File: src/rtl/sweeper_pkg.sv
// Shared types and constants for the access sweeper and its counters.
`default_nettype none

package sweeper_pkg;

    typedef enum logic [1:0] {
        SEQ    = 2'd0,
        STRIDE = 2'd1,
        WR_RD  = 2'd2,
        RSVD   = 2'd3
    } mode_t;

    typedef enum logic [1:0] {
        IDLE  = 2'd0,
        ISSUE = 2'd1,
        WAIT  = 2'd2,
        DONE  = 2'd3
    } state_t;

    // Widest counter supported; narrower counters take the low bits as their ceiling.
    localparam int unsigned MAX_CNT_W = 32;
    localparam logic [MAX_CNT_W-1:0] SAT_LIMIT = '1;

endpackage

`default_nettype wire

File: src/rtl/sat_counter.sv
// Saturating up-counter with synchronous clear; sticks at all-ones.
`default_nettype none

module sat_counter
    import sweeper_pkg::*;
#(
    parameter int W = 16
) (
    input  logic         clk,
    input  logic         rst_n,
    input  logic         clr_i,
    input  logic         inc_i,
    output logic [W-1:0] count_o
);

    localparam logic [W-1:0] SAT_MAX = SAT_LIMIT[W-1:0];

    logic [W-1:0] count_q;
    logic [W-1:0] count_d;

    always_comb begin
        count_d = count_q;
        if (clr_i) begin
            count_d = '0;
        end else if (inc_i && (count_q != SAT_MAX)) begin
            count_d = count_q + W'(1);
        end
    end

    always_ff @(posedge clk or negedge rst_n) begin
        if (!rst_n) begin
            count_q <= '0;
        end else begin
            count_q <= count_d;
        end
    end

    assign count_o = count_q;

endmodule

`default_nettype wire

File: src/rtl/access_sweeper.sv
// Programmable address-sweep request generator with hit/miss statistics.
`default_nettype none

module access_sweeper
    import sweeper_pkg::*;
#(
    parameter int ADDR_W = 15,
    parameter int DATA_W = 32,
    parameter int CNT_W  = 16
) (
    input  logic              clk,
    input  logic              rst,
    input  logic              start,
    input  logic [1:0]        mode,
    input  logic [ADDR_W-1:0] base_addr,
    input  logic [ADDR_W-1:0] stride,
    input  logic [CNT_W-1:0]  length,
    output logic              req_valid,
    input  logic              req_ready,
    output logic [ADDR_W-1:0] req_addr,
    output logic              req_write,
    output logic [DATA_W-1:0] req_wdata,
    input  logic              resp_valid,
    input  logic              resp_hit,
    output logic              busy,
    output logic              done,
    output logic [CNT_W-1:0]  access_count,
    output logic [CNT_W-1:0]  miss_count
);

    state_t            state_q;
    mode_t             mode_q;
    logic [ADDR_W-1:0] base_q;
    logic [ADDR_W-1:0] stride_q;
    logic [ADDR_W-1:0] addr_q;
    logic [CNT_W-1:0]  length_q;
    logic [CNT_W-1:0]  remain_q;
    logic              req_valid_q;
    logic              req_write_q;
    logic              busy_q;
    logic              done_q;

    logic              start_ok;
    logic              resp_ok;
    logic [ADDR_W-1:0] addr_step;
    logic [ADDR_W-1:0] addr_d;
    logic [CNT_W-1:0]  remain_d;

    assign start_ok  = start && ((state_q == IDLE) || (state_q == DONE));
    assign resp_ok   = resp_valid && (state_q == WAIT);
    // Reserved mode falls back to unit-step sequential sweeping.
    assign addr_step = ((mode_q == STRIDE) || (mode_q == WR_RD)) ? stride_q : ADDR_W'(1);
    assign addr_d    = addr_q + addr_step;
    assign remain_d  = remain_q - CNT_W'(1);

    always_ff @(posedge clk or negedge rst) begin
        if (!rst) begin
            state_q     <= IDLE;
            mode_q      <= SEQ;
            base_q      <= '0;
            stride_q    <= '0;
            addr_q      <= '0;
            length_q    <= '0;
            remain_q    <= '0;
            req_valid_q <= 1'b0;
            req_write_q <= 1'b0;
            busy_q      <= 1'b0;
            done_q      <= 1'b0;
        end else begin
            case (state_q)
                IDLE, DONE: begin
                    if (start) begin
                        mode_q      <= mode_t'(mode);
                        base_q      <= base_addr;
                        stride_q    <= stride;
                        length_q    <= length;
                        addr_q      <= base_addr;
                        remain_q    <= length;
                        req_write_q <= (mode_t'(mode) == WR_RD);
                        if (length == '0) begin
                            state_q     <= DONE;
                            req_valid_q <= 1'b0;
                            busy_q      <= 1'b0;
                            done_q      <= 1'b1;
                        end else begin
                            state_q     <= ISSUE;
                            req_valid_q <= 1'b1;
                            busy_q      <= 1'b1;
                            done_q      <= 1'b0;
                        end
                    end
                end
                ISSUE: begin
                    if (req_ready) begin
                        state_q     <= WAIT;
                        req_valid_q <= 1'b0;
                    end
                end
                WAIT: begin
                    if (resp_valid) begin
                        addr_q   <= addr_d;
                        remain_q <= remain_d;
                        if (remain_d == '0) begin
                            // The write pass of WR_RD rewinds for its read-back pass.
                            if (req_write_q) begin
                                addr_q      <= base_q;
                                remain_q    <= length_q;
                                req_write_q <= 1'b0;
                                req_valid_q <= 1'b1;
                                state_q     <= ISSUE;
                            end else begin
                                state_q <= DONE;
                                busy_q  <= 1'b0;
                                done_q  <= 1'b1;
                            end
                        end else begin
                            state_q     <= ISSUE;
                            req_valid_q <= 1'b1;
                        end
                    end
                end
                default: begin
                    state_q <= IDLE;
                end
            endcase
        end
    end

    sat_counter #(
        .W(CNT_W)
    ) u_access_cnt (
        .clk     (clk),
        .rst_n   (rst),
        .clr_i   (start_ok),
        .inc_i   (resp_ok),
        .count_o (access_count)
    );

    sat_counter #(
        .W(CNT_W)
    ) u_miss_cnt (
        .clk     (clk),
        .rst_n   (rst),
        .clr_i   (start_ok),
        .inc_i   (resp_ok && !resp_hit),
        .count_o (miss_count)
    );

    assign req_valid = req_valid_q;
    assign req_addr  = addr_q;
    assign req_write = req_write_q;
    assign req_wdata = DATA_W'(addr_q);
    assign busy      = busy_q;
    assign done      = done_q;

endmodule

`default_nettype wire

File: config.mk
export PLATFORM = sky130hd
export DESIGN_NAME = access_sweeper
export DESIGN_NICKNAME = d
export VERILOG_FILES = /design/src/rtl/sweeper_pkg.sv /design/src/rtl/sat_counter.sv /design/src/rtl/access_sweeper.sv
export SDC_FILE = /design/constraint.sdc
export NUM_CORES = 1
export LEC_CHECK = 0
export CAP_MARGIN = 10
export CORE_ASPECT_RATIO = 0.7
export CORE_MARGIN = 2
export CORE_UTILIZATION = 45
export DETAILED_ROUTE_END_ITERATION = 6
export PLACE_DENSITY = 0.77
export SYNTH_ARGS = -nofsm -noshare
export SYNTH_HDL_FRONTEND = slang
export SYNTH_HIERARCHICAL = 1
export SYNTH_SLANG_ARGS = --single-unit
File: constraint.sdc
create_clock -name clk -period 8.5 [get_ports clk]
set_clock_uncertainty 0.1 [all_clocks]
set_input_delay 2.55 -clock clk [delete_from_list [all_inputs] [get_ports clk]]
set_output_delay 2.55 -clock clk [all_outputs]
set_load 0.005 [all_outputs]
# Word level (Yosys, flattened, before mapping)
# Cells that the tools add are included.
[word_totals]
regBits = 117
inputBits = 54
output_inout_bits = 83
word_cells = 95
[classes]
n_addsub = 4
eq_ne = 14
mux = 43
reduce_logical = 21
[ops]
columns = ["cell", "count"]
rows = [
  ["16-bit two-way mux", 8],
  ["15-bit two-way mux", 5],
  ["16-bit by 1-bit adder with 16-bit output (second input constant)", 2],
  ["16-bit zero test", 2],
  ["16-bit inequality test (second input constant)", 2],
  ["16-bit one-hot mux with 2 select lines", 1],
  ["15-bit one-hot mux with 2 select lines", 1],
  ["1-bit two-way mux", 17],
  ["16-bit by 1-bit subtractor with 16-bit output (second input constant)", 1],
  ["15-bit adder", 1],
  ["2-bit two-way mux", 6],
  ["2-bit == test (second input constant)", 4],
  ["2-bit inequality test (second input constant)", 4],
  ["4-bit AND reduction", 2],
  ["1-bit one-hot mux with 2 select lines", 3],
  ["2-bit one-hot mux with 3 select lines", 1],
  ["3-bit AND reduction", 2],
  ["2-bit nonzero test", 3],
  ["1-bit logical AND", 5],
  ["5-bit AND reduction", 1],
  ["2-bit by 1-bit == test with 1-bit output (second input constant)", 2],
  ["3-bit inequality test (second input constant)", 1],
  ["1-bit one-hot mux with 3 select lines", 1],
  ["2-bit zero test", 1],
  ["other kinds (5)", 6],
]

# Longest topological paths before layout
# Gate-level depths: netlist (run 1).
[depth]
word_depth = 8
mapped_depth = 12
depth_no_buf = 12

# Modules after synthesis
# The synthesis (run 1) kept the hierarchy.
[modules_own_cells]
columns = ["module", "instances", "cells_each", "area_each_um2"]
rows = [
  ["access_sweeper", 1, 520, 5232.5],
  ["sat_counter (u_access_cnt)", 1, 98, 942.2],
  ["sat_counter (u_miss_cnt)", 1, 94, 930.9],
]

# Worst setup path before layout (run 1)
# No wires, ideal clock.
[synth_path]
path_kind = "input-to-reg"
start = "in start"
end = "reg u_access_cnt.count_q[0], in the netlist u_access_cnt/count_o[0]"
setup_ps = 136
arrival_ps = 4126
required_time_ps = 8264
slack_ps = 4138
path_stages = 7
n_path_buf = 4
cell_sequence = "nand2_1 -> inv_2 -> clkbuf_1 -> buf_1 -> clkbuf_1 -> clkbuf_1 -> a21oi_1"
[synth_via]
elab_chain_cells = 2
elab_cells_between_ends = 3
[synth_rtl]
columns = ["item", "line", "source"]
rows = [
  ["start: declaration", "access_sweeper.sv:13", "input logic start,"],
  ["1-bit logical AND *", "access_sweeper.sv:49", "assign start_ok = start && ((state_q == IDLE) || (state_q == DONE));"],
  ["named net start_ok", "access_sweeper.sv:43", "logic start_ok;"],
  ["16-bit two-way mux or 2-bit nonzero test (tied branches)", "n/a", ""],
  ["end signal: assignment", "sat_counter.sv:34", "count_q <= count_d;"],
  ["end: declaration", "sat_counter.sv:18", "logic [W-1:0] count_q;"],
]
# Mark *: on every way through the listed nets, which the timed path passes. The rest lies on a longest branch.
# A chain may end at the register's enable or synchronous reset.

# Worst setup path after layout (run 1)
[layout_path]
start = "in start"
end = "reg remain_q[2]"
[layout_via]
elab_chain_cells = 2
[layout_rtl]
columns = ["item", "line", "source"]
rows = [
  ["2-bit inequality test (no line)", "n/a", ""],
  ["3-bit AND reduction (no line)", "n/a", ""],
  ["end signal: assignment", "access_sweeper.sv:78", "remain_q <= length;"],
  ["end signal: assignment", "access_sweeper.sv:102", "remain_q <= remain_d;"],
  ["end signal: assignment", "access_sweeper.sv:107", "remain_q <= length_q;"],
  ["end: declaration", "access_sweeper.sv:37", "logic [CNT_W-1:0] remain_q;"],
]
# No other way between the ends.

==> results.md, run 1 <==
* Outcome: finished clean
* Largest net degree at the start of global routing at 82
* Setup Crit Path Kind: input pin to register
* Total length of routed wires at 18300 µm
* Post-synth cell types at 79
* Yosys warns at 6
* Synth area leader: dfrtp_1
* CTS Root Cell: clkbuf_16
* Sequential cell area at 2930 µm²
* Pins Over Slew Limit at 0
* CP max stage cell: nand2_1
* # diodes at 0
* First-pass DRT Iterations at 5
* Clock share of power at 0.223
* Resized cells post-CTS at 0
* Routed Antenna Nets at 0
* Number of max-cap violations at 0
* Final setup viols at 0
* Synth top area share at 0.412
* Area delta synth->final at 24.8%
* Leak at 0.00373 µW
* Post-CTS setup buffer count at 0
* Tmin final at 4.88 ns
* Combinational power share at 0.487
* Cell Rows at 38
* Hold_buf cts at 0
* Vias per cell at 5.84
* Slowest cell delay on critical path at 0.66 ns
* Min-Delay Path Class: register to register
* Gr usage total at 0.226
* Final hold violations at 0
* Max Fclk at 0.205 GHz
* Ports at 137
* Mapped Cells at 712
* Nets@finish at 886
* Initial antenna violation count at 0
* Top_reg_cell synth: dfrtp_1
* First-pass GRT wire length at 30200 µm
* Clk sink count at 117
* Post-DP HPWL at 12600 µm
* Post-synth EDFFs at 0
* Worst-path clk slew at 0.06 ns
* Slew of the pin with the lowest slew margin at 1.11 ns
* Core footprint at 15500 µm²
* Crit-path leading delay family: simple AND/OR/NAND/NOR gates
* Worst-path cell chain: clkdlybuf4s50_1, o22ai_1, nor2_1, nand2_1, o311ai_0, a21o_1
* Critical Path Fanout Max at 17
* Arr. time, crit path at 5.13 ns
* Num CTS Buffers at 17
* Pwr/cell area at 371 nW/µm²
* Worst path bufs/invs at 1
* Async SR Flop Fraction at 1.00
* Initial Utilization at 0.460
* Crit path capture type: register
* Hold Worst Slack at 0.376 ns
* Critical Path RT at 8.75 ns
* Peak VDD IR at 0.000193 V
* H-tree levels at 4
* Die H at 109 µm
* P_int at 1960 µW
* Worst skew pair latency at 0.42 ns
* Sw frac at 0.405
* GRT overflow at 0
* Tcrit/Tclk final at 0.574
* IO buf count at 119
* Final TNS setup at 0 ns
* Vias in the first global route at 5699
* Switching pwr at 1330 µW
* Sequential share of power at 0.290
* DRC at 0
* Total Die Area at 16800 µm²
* Unrepaired setup endpoints after global routing: false
* CTS tree: yes
* First DRT Iteration DRCs at 418
* Clock buffer depth at 2
* Vias at 5973
* Share of cells above drive strength 1 at 0.0960
* Slew headroom at 0.255
* Syn avg cell area at 9.98 µm²
* Die W at 154 µm
* Worst setup SP type: input pin
* Mapped Area at 7110 µm²
* Multi-input gate area at 3780 µm²
* Fill count at 1339
* Wirelength per Cell at 17.9 µm
* Placer Congestion at 0.866
* Sequential element share of the synthesized area at 0.412
* Yosys reg bits at 117
* Synth top area cells: dfrtp_1 (41%), mux2_1 (6.7%), ha_1 (3.7%), buf_4 (3.6%), a21oi_1 (2.7%)
-- worst paths after layout --
path	from	endpoint	slack (ns)	cells past startpoint
worst max register to register	state_q[0]	remain_q[2]	4.95	7
max in group asynchronous	rst	u_access_cnt/count_o[9]	4.90	2
worst min-delay path	length_q[9]	remain_q[9]	0.38	1
worst min register to register	length_q[9]	remain_q[9]	0.38	1
min in group asynchronous	rst	base_q[11]	1.98	1
worst max-delay path	start	remain_q[2]	3.62	6
-- cell usage in the layout (no fill, tap or decap), types with 13 or more instances in the layout --
master             n
conb_1            17
clkbuf_16         17
o31ai_1           13
nand4_1           14
a21oi_1           38
nand2_1           47
nand3_1           21
nor3_1            18
dfrtp_1          117
o21ai_1           16
nor2_1            29
inv_1             20
o21ai_0           25
mux2_1            42
ha_1              21
and2_1            16
clkdlybuf4s50_1  118
a22oi_1           17
or3_1             15
-- state kept, by name, indices dropped and copies added (netlist names) --
name	flops
busy	1
req_addr	15
u_miss_cnt/count_o	16
remain_q	16
req_write	1
length_q	16
done	1
stride_q	15
req_valid	1
state_q	2
mode_q	2
base_q	15
u_access_cnt/count_o	16
-- Yosys cell counts (4+ instances only) --
| master | instances |
|---|---|
| dfrtp_1 | 117 |
| nand2_1 | 47 |
| mux2_1 | 42 |
| a21oi_1 | 38 |
| buf_4 | 34 |
| nor2_1 | 30 |
| o21ai_0 | 25 |
| ha_1 | 21 |
| nand3_1 | 21 |
| clkbuf_1 | 20 |
| inv_1 | 20 |
| nor3_1 | 18 |
| a22oi_1 | 17 |
| and2_1 | 16 |
| o21ai_1 | 16 |
| or3_1 | 15 |
| nand4_1 | 14 |
| o31ai_1 | 13 |
| mux2_2 | 12 |
| mux2i_1 | 12 |
| or4_1 | 12 |
| a21o_1 | 10 |
| nor2b_1 | 10 |
| xnor2_1 | 10 |
| nor4_1 | 9 |
| a31oi_1 | 7 |
| nand2b_1 | 7 |
| xor2_1 | 7 |
| a222oi_1 | 5 |
| o211ai_1 | 5 |
| o21a_1 | 5 |
| and3_1 | 4 |
| nor4_4 | 4 |
-- final cells by class --
class,instances,area share
multi-input combinational,528,0.426
sequential,117,0.330
inverter,22,0.00932
timing repair buffer,124,0.138
tap,200,0.0282
clock buffer,17,0.0480
clock inverter,15,0.0198
-- power by group through the flow --
stage	Clock, µW	Sequential, µW	Combinational (µW)
floorplan	0	901	1180
global placement	0	953	1530
detailed placement	0	956	1580
CTS	740	951	1600
global route	762	983	1790
finish	732	954	1600
-- stage by stage --
step,power (µW),worst slack (ns),utilization,instance area [µm²],instances
after floorplan,2080,4.14,-,7170,728
after global placement,2480,3.23,0.535,8260,991
after detailed placement,2530,3.16,0.535,8260,991
after CTS,3290,3.60,0.574,8860,1023
after global routing,3530,3.42,0.574,8860,1023
final,3290,3.62,0.574,8860,1023
-- kinds of logic (layout without fill, tap and decap cells) --
| logic type | count (synthesis) | count (layout) | share of synthesized area |
|---|---|---|---|
| flops | 117 | 117 | 0.412 |
| buf+inv | 83 | 178 | 0.0652 |
| simple gates | 239 | 239 | 0.203 |
| fa+ha+maj | 22 | 22 | 0.0398 |
| mux | 67 | 67 | 0.105 |
| compound gates | 165 | 165 | 0.152 |
| xor+xnor | 18 | 18 | 0.0232 |
| other cells | 1 | 17 | 0.000528 |
-- per-layer routing --
layer	vias up	global-route usage	share of wire
li1	2795	-	-
met1	2922	0.333	0.49
met2	229	0.329	0.43
met3	27	0.0497	0.067
met4	0	0.0734	0.012
met5	-	0	0
No activity file was read; power rests on OpenSTA's default activity.
==> run 2: changes to the inputs <==
- clock period: 8.5 -> 4.7 ns (I/O delays scaled with it)
==> run 2 against run 1 <==
- global-route usage fell by 0.95 points
- sequential cell count did not move
- largest cell class unchanged
- clock power rose by 76%
- first-iteration DRC count fell by 15%
- utilization rose by 0.33 points
- power rose by 81%
- non-clock buffer count rose by 6
- combinational power rose by 83%
- register-to-register slack got worse by 3.7 ns
- via count fell by 0.75%
- largest power group unchanged
- sequential power rose by 80%
- highest routed layer unchanged
==> results.md, run 2 (same netlist as run 1, synthesis figures left out) <==
* DRC at 0
* CTS tree: yes
* Combinational power share at 0.492
* Critical Path RT at 4.92 ns
* Sequential share of power at 0.290
* Gr usage total at 0.216
* Worst setup SP type: input pin
* Initial antenna violation count at 0
* Wirelength per Cell at 17.3 µm
* Unrepaired setup endpoints after global routing: false
* Cell Rows at 38
* Setup Crit Path Kind: input pin to register
* Slowest cell delay on critical path at 0.51 ns
* Fill count at 1363
* Crit path capture type: register
* Max Fclk at 0.276 GHz
* Num CTS Buffers at 17
* Clk sink count at 117
* Share of cells above drive strength 1 at 0.101
* Critical Path Start: resp_valid
* Die W at 154 µm
* Initial Utilization at 0.460
* Pins Over Slew Limit at 0
* Resized cells post-CTS at 0
* Peak VDD IR at 0.000386 V
* Largest net degree at the start of global routing at 67
* Post-DP HPWL at 12600 µm
* Worst R2R Path Depth at 9
* Worst-path clk slew at 0.06 ns
* First DRT Iteration DRCs at 356
* CP Capture Point: u_miss_cnt/count_o[13]
* Reg2reg end: remain_q[2]
* Ports at 137
* Arr. time, crit path at 3.85 ns
* Placer Congestion at 0.857
* H-tree levels at 4
* Slew of the pin with the lowest slew margin at 1.15 ns
* Min-Delay Path Class: register to register
* Leak at 0.00376 µW
* Pwr/cell area at 666 nW/µm²
* Critical Path Fanout Max at 9
* Total length of routed wires at 17800 µm
* CP max stage cell: clkdlybuf4s50_1
* Vias in the first global route at 5546
* Worst skew pair latency at 0.41 ns
* CTS Root Cell: clkbuf_16
* IO buf count at 119
* Worst-path cell chain: clkdlybuf4s50_1, and2_1, nor2b_1, and4_2, nand4b_1, or4_1, a21oi_1
* DP Worst Slack at 0.691 ns
* Worst setup margin at 1.08 ns
* GRT overflow at 0
* Tcrit/Tclk final at 0.771
* Sw frac at 0.396
* Routed Antenna Nets at 0
* First-pass GRT wire length at 28900 µm
* First-pass DRT Iterations at 5
* Most frequent cells in the layout: clkdlybuf4s50_1 (118), dfrtp_1 (117), nand2_1 (47)
* Nets@finish at 892
* Commonest non-fill, non-tap cell in the layout: clkdlybuf4s50_1
* Die H at 109 µm
* Total Die Area at 16800 µm²
* Reg-to-reg startpoint: remain_q[0]
* Switching pwr at 2350 µW
* Final TNS setup at 0 ns
* Clock buffer depth at 2
* Number of max-cap violations at 0
* Area delta synth->final at 25.5%
* # diodes at 0
* Vias at 5928
* Final setup viols at 0
* Final hold violations at 0
* Clock share of power at 0.218
* Slew headroom at 0.225
* Outcome: finished clean
* Vias per cell at 5.76
* P_int at 3590 µW
* Core footprint at 15500 µm²
* Hold_buf cts at 0
* Post-CTS setup buffer count at 0
* Tmin final at 3.62 ns
* Reg-to-reg slack, setup at 1.27 ns
## run 2: worst min path at each step
stage	end	startpoint	slack [ns]	cells after the start
2_1_floorplan	remain_q[4]	length_q[4]	0.34	1
3_3_place_gp	remain_q[4]	length_q[4]	0.35	1
3_5_place_dp	remain_q[14]	length_q[14]	0.36	1
4_1_cts	remain_q[4]	length_q[4]	0.38	1
5_1_grt	remain_q[3]	length_q[3]	0.40	1
6_report	remain_q[3]	length_q[3]	0.38	1
## run 2: area by class of cell
class	count	area (µm²)	share of cell area
multi-input combinational	528	3780	0.424
tap	200	250	0.0281
clock buffer	19	443	0.0497
sequential	117	2930	0.328
clock inverter	13	151	0.0170
inverter	22	82.6	0.00926
timing repair buffer	130	1280	0.144
## run 2: worst max-delay path, delay by kind of cell
kind	cells	cell delay (ns)
AOI/OAI and AO/OA	1	0.15
and+or+nand+nor	5	1.78
buffers and inverters	1	0.51
## run 2: per-stage QoR
stage	cell area (µm²)	instances	total power [µW]	util	hold WS, ns
final	8920	1029	5940	0.577	0.375
after global placement	8320	997	4530	0.539	0.353
after detailed placement	8320	997	4620	0.539	0.361
after floorplan	7170	728	3770	-	0.342
after CTS	8920	1029	5950	0.577	0.378
after global routing	8920	1029	6380	0.577	0.401
## run 2: power by group through the flow
stage | Clock, µW | Combinational, µW | Sequential, µW
floorplan | 0 | 2140 | 1630
global placement | 0 | 2820 | 1710
detailed placement | 0 | 2900 | 1720
CTS | 1310 | 2920 | 1710
global route | 1370 | 3240 | 1770
finish | 1290 | 2930 | 1720
## run 2: per-layer routing
layer	up-vias	share of wire	track usage
met3	7	0.060	0.0505
met4	0	0.0048	0.0481
met2	206	0.43	0.317
li1	2821	-	-
met5	-	0	0
met1	2894	0.50	0.324
==> run 3: changes to the inputs <==
- clock period: 4.7 -> 3.7 ns (I/O delays scaled with it)
==> run 3 against run 2 <==
- sequential share of layout area is 0.27 points lower
- power up 29%
- combinational power increased by 30%
- hold slack worse by 0.0094 ns
- sequential power increased by 27%
- critical endpoint is now remain_q[4]
- utilization grew 0.48 points
==> results.md, run 3 (same netlist as run 1, synthesis figures left out) <==
* Pins Over Slew Limit at 0
* Crit path capture type: register
* CTS tree: yes
* Initial antenna violation count at 0
* Worst-path cell chain: inv_1, ha_1, nor3b_2, nand2_1, o32ai_1, o22ai_2, or4_1, buf_4, nor2_4, a21o_1
* First-pass DRT Iterations at 5
* Worst skew pair latency at 0.41 ns
* Hold_buf cts at 0
* Vias in the first global route at 5627
* Cell area after placement at 8400 µm²
* Cell Rows at 38
* Slew headroom at 0.407
* DRC at 0
* Ports at 137
* Crit path depth at 10
* Nets@finish at 899
* First-pass GRT wire length at 29900 µm
* Share of cells above drive strength 1 at 0.110
* Die H at 109 µm
* Crit-path leading delay family: simple AND/OR/NAND/NOR gates
* Critical Path RT at 3.93 ns
* Outcome: finished clean
* GRT overflow at 0
* Num CTS Buffers at 17
* Critical Path Fanout Max at 16
* Area delta synth->final at 26.5%
* CTS Root Cell: clkbuf_16
* # diodes at 0
* Fin area at 8990 µm²
* Hold Worst Slack at 0.366 ns
* Worst Hold Path Cells at 1
* Number of max-cap violations at 0
* Total Die Area at 16800 µm²
* Unrepaired setup endpoints after global routing: false
* Slew of the pin with the lowest slew margin at 0.882 ns
* Core footprint at 15500 µm²
* Most frequent cells in the layout: clkdlybuf4s50_1 (118), dfrtp_1 (117), nand2_1 (47)
* Commonest non-fill, non-tap cell in the layout: clkdlybuf4s50_1
* Gr usage total at 0.226
* Peak VDD IR at 0.000448 V
* Slowest cell delay on critical path at 0.53 ns
* Vias at 5932
* Resized cells post-CTS at 0
* CP max stage cell: or4_1
* Post-CTS setup buffer count at 0
* Routed Antenna Nets at 0
* Arr. time, crit path at 3.35 ns
* Worst-path clk slew at 0.05 ns
* Post-DP HPWL at 12900 µm
* Clk sink count at 117
* Die W at 154 µm
* Non-Filler Instances at 1036
* IO buf count at 119
* Tmin final at 3.12 ns
* Pwr/cell area at 849 nW/µm²
* Clock buffer depth at 2
* Placer Congestion at 0.908
* Total length of routed wires at 18200 µm
* Leak at 0.00379 µW
* Tcrit/Tclk final at 0.844
* Placed Cells incl. Taps at 1004
* Final hold violations at 0
* Vias per cell at 5.73
* Final setup viols at 0
* Setup Crit Path Kind: register to register
* H-tree levels at 4
* Largest net degree at the start of global routing at 63
* Final total power at 7640 µW
* Max Fclk at 0.320 GHz
* Worst path bufs/invs at 2
* Wirelength per Cell at 17.6 µm
* Min-Delay Path Class: register to register
* Worst setup SP type: register
* First DRT Iteration DRCs at 427
* Worst R2R Path Depth at 10
* Final TNS setup at 0 ns
* Initial Utilization at 0.460
-- run 3: final timing paths --
kind	slack (ns)	to	from
min in group asynchronous	0.55	stride_q[11]	rst
worst min-delay path	0.37	remain_q[4]	length_q[4]
worst max-delay path	0.58	remain_q[4]	remain_q[0]
worst max register to register	0.58	remain_q[4]	remain_q[0]
max in group asynchronous	2.24	req_valid	rst
worst min register to register	0.37	remain_q[4]	length_q[4]
-- run 3: cell type report --
| cell class | instances | area [µm²] |
|---|---|---|
| sequential | 117 | 2930 |
| inverter | 22 | 82.6 |
| clock inverter | 14 | 151 |
| fill | 1288 | 6460 |
| multi-input combinational | 528 | 3780 |
| timing repair buffer | 137 | 1360 |
| clock buffer | 18 | 439 |
| tap | 200 | 250 |
-- run 3: through the flow --
step / utilization / setup WS, ns
after floorplan: - / 0.778
after global placement: 0.544 / 0.431
after detailed placement: 0.544 / 0.377
after CTS: 0.582 / 0.617
after global routing: 0.582 / 0.449
final: 0.582 / 0.576
-- run 3: worst register-to-register path, cell delays in order, from the launching register on --
cell and delay (ns):
dfrtp_1 0.46, inv_1 0.14, ha_1 0.27, nor3b_2 0.40
nand2_1 0.14, o32ai_1 0.17, o22ai_2 0.20, or4_1 0.53
buf_4 0.24, nor2_4 0.25, a21o_1 0.15
-- run 3: metal layers --
metal,wire length [µm],up-vias,share of wire,GRT usage
met5,0,-,0,0
met4,162,0,0.0089,0.0641
met3,1160,17,0.064,0.0592
met2,7810,211,0.43,0.322
met1,9090,2883,0.50,0.337
li1,-,2821,-,-
-- run 3: power breakdown --
part | internal, µW | switching, µW | leakage [µW]
Combinational | 1830 | 1980 | 0.00205
Sequential | 1770 | 416 | 0.00147
Clock | 1010 | 631 | 0.000275
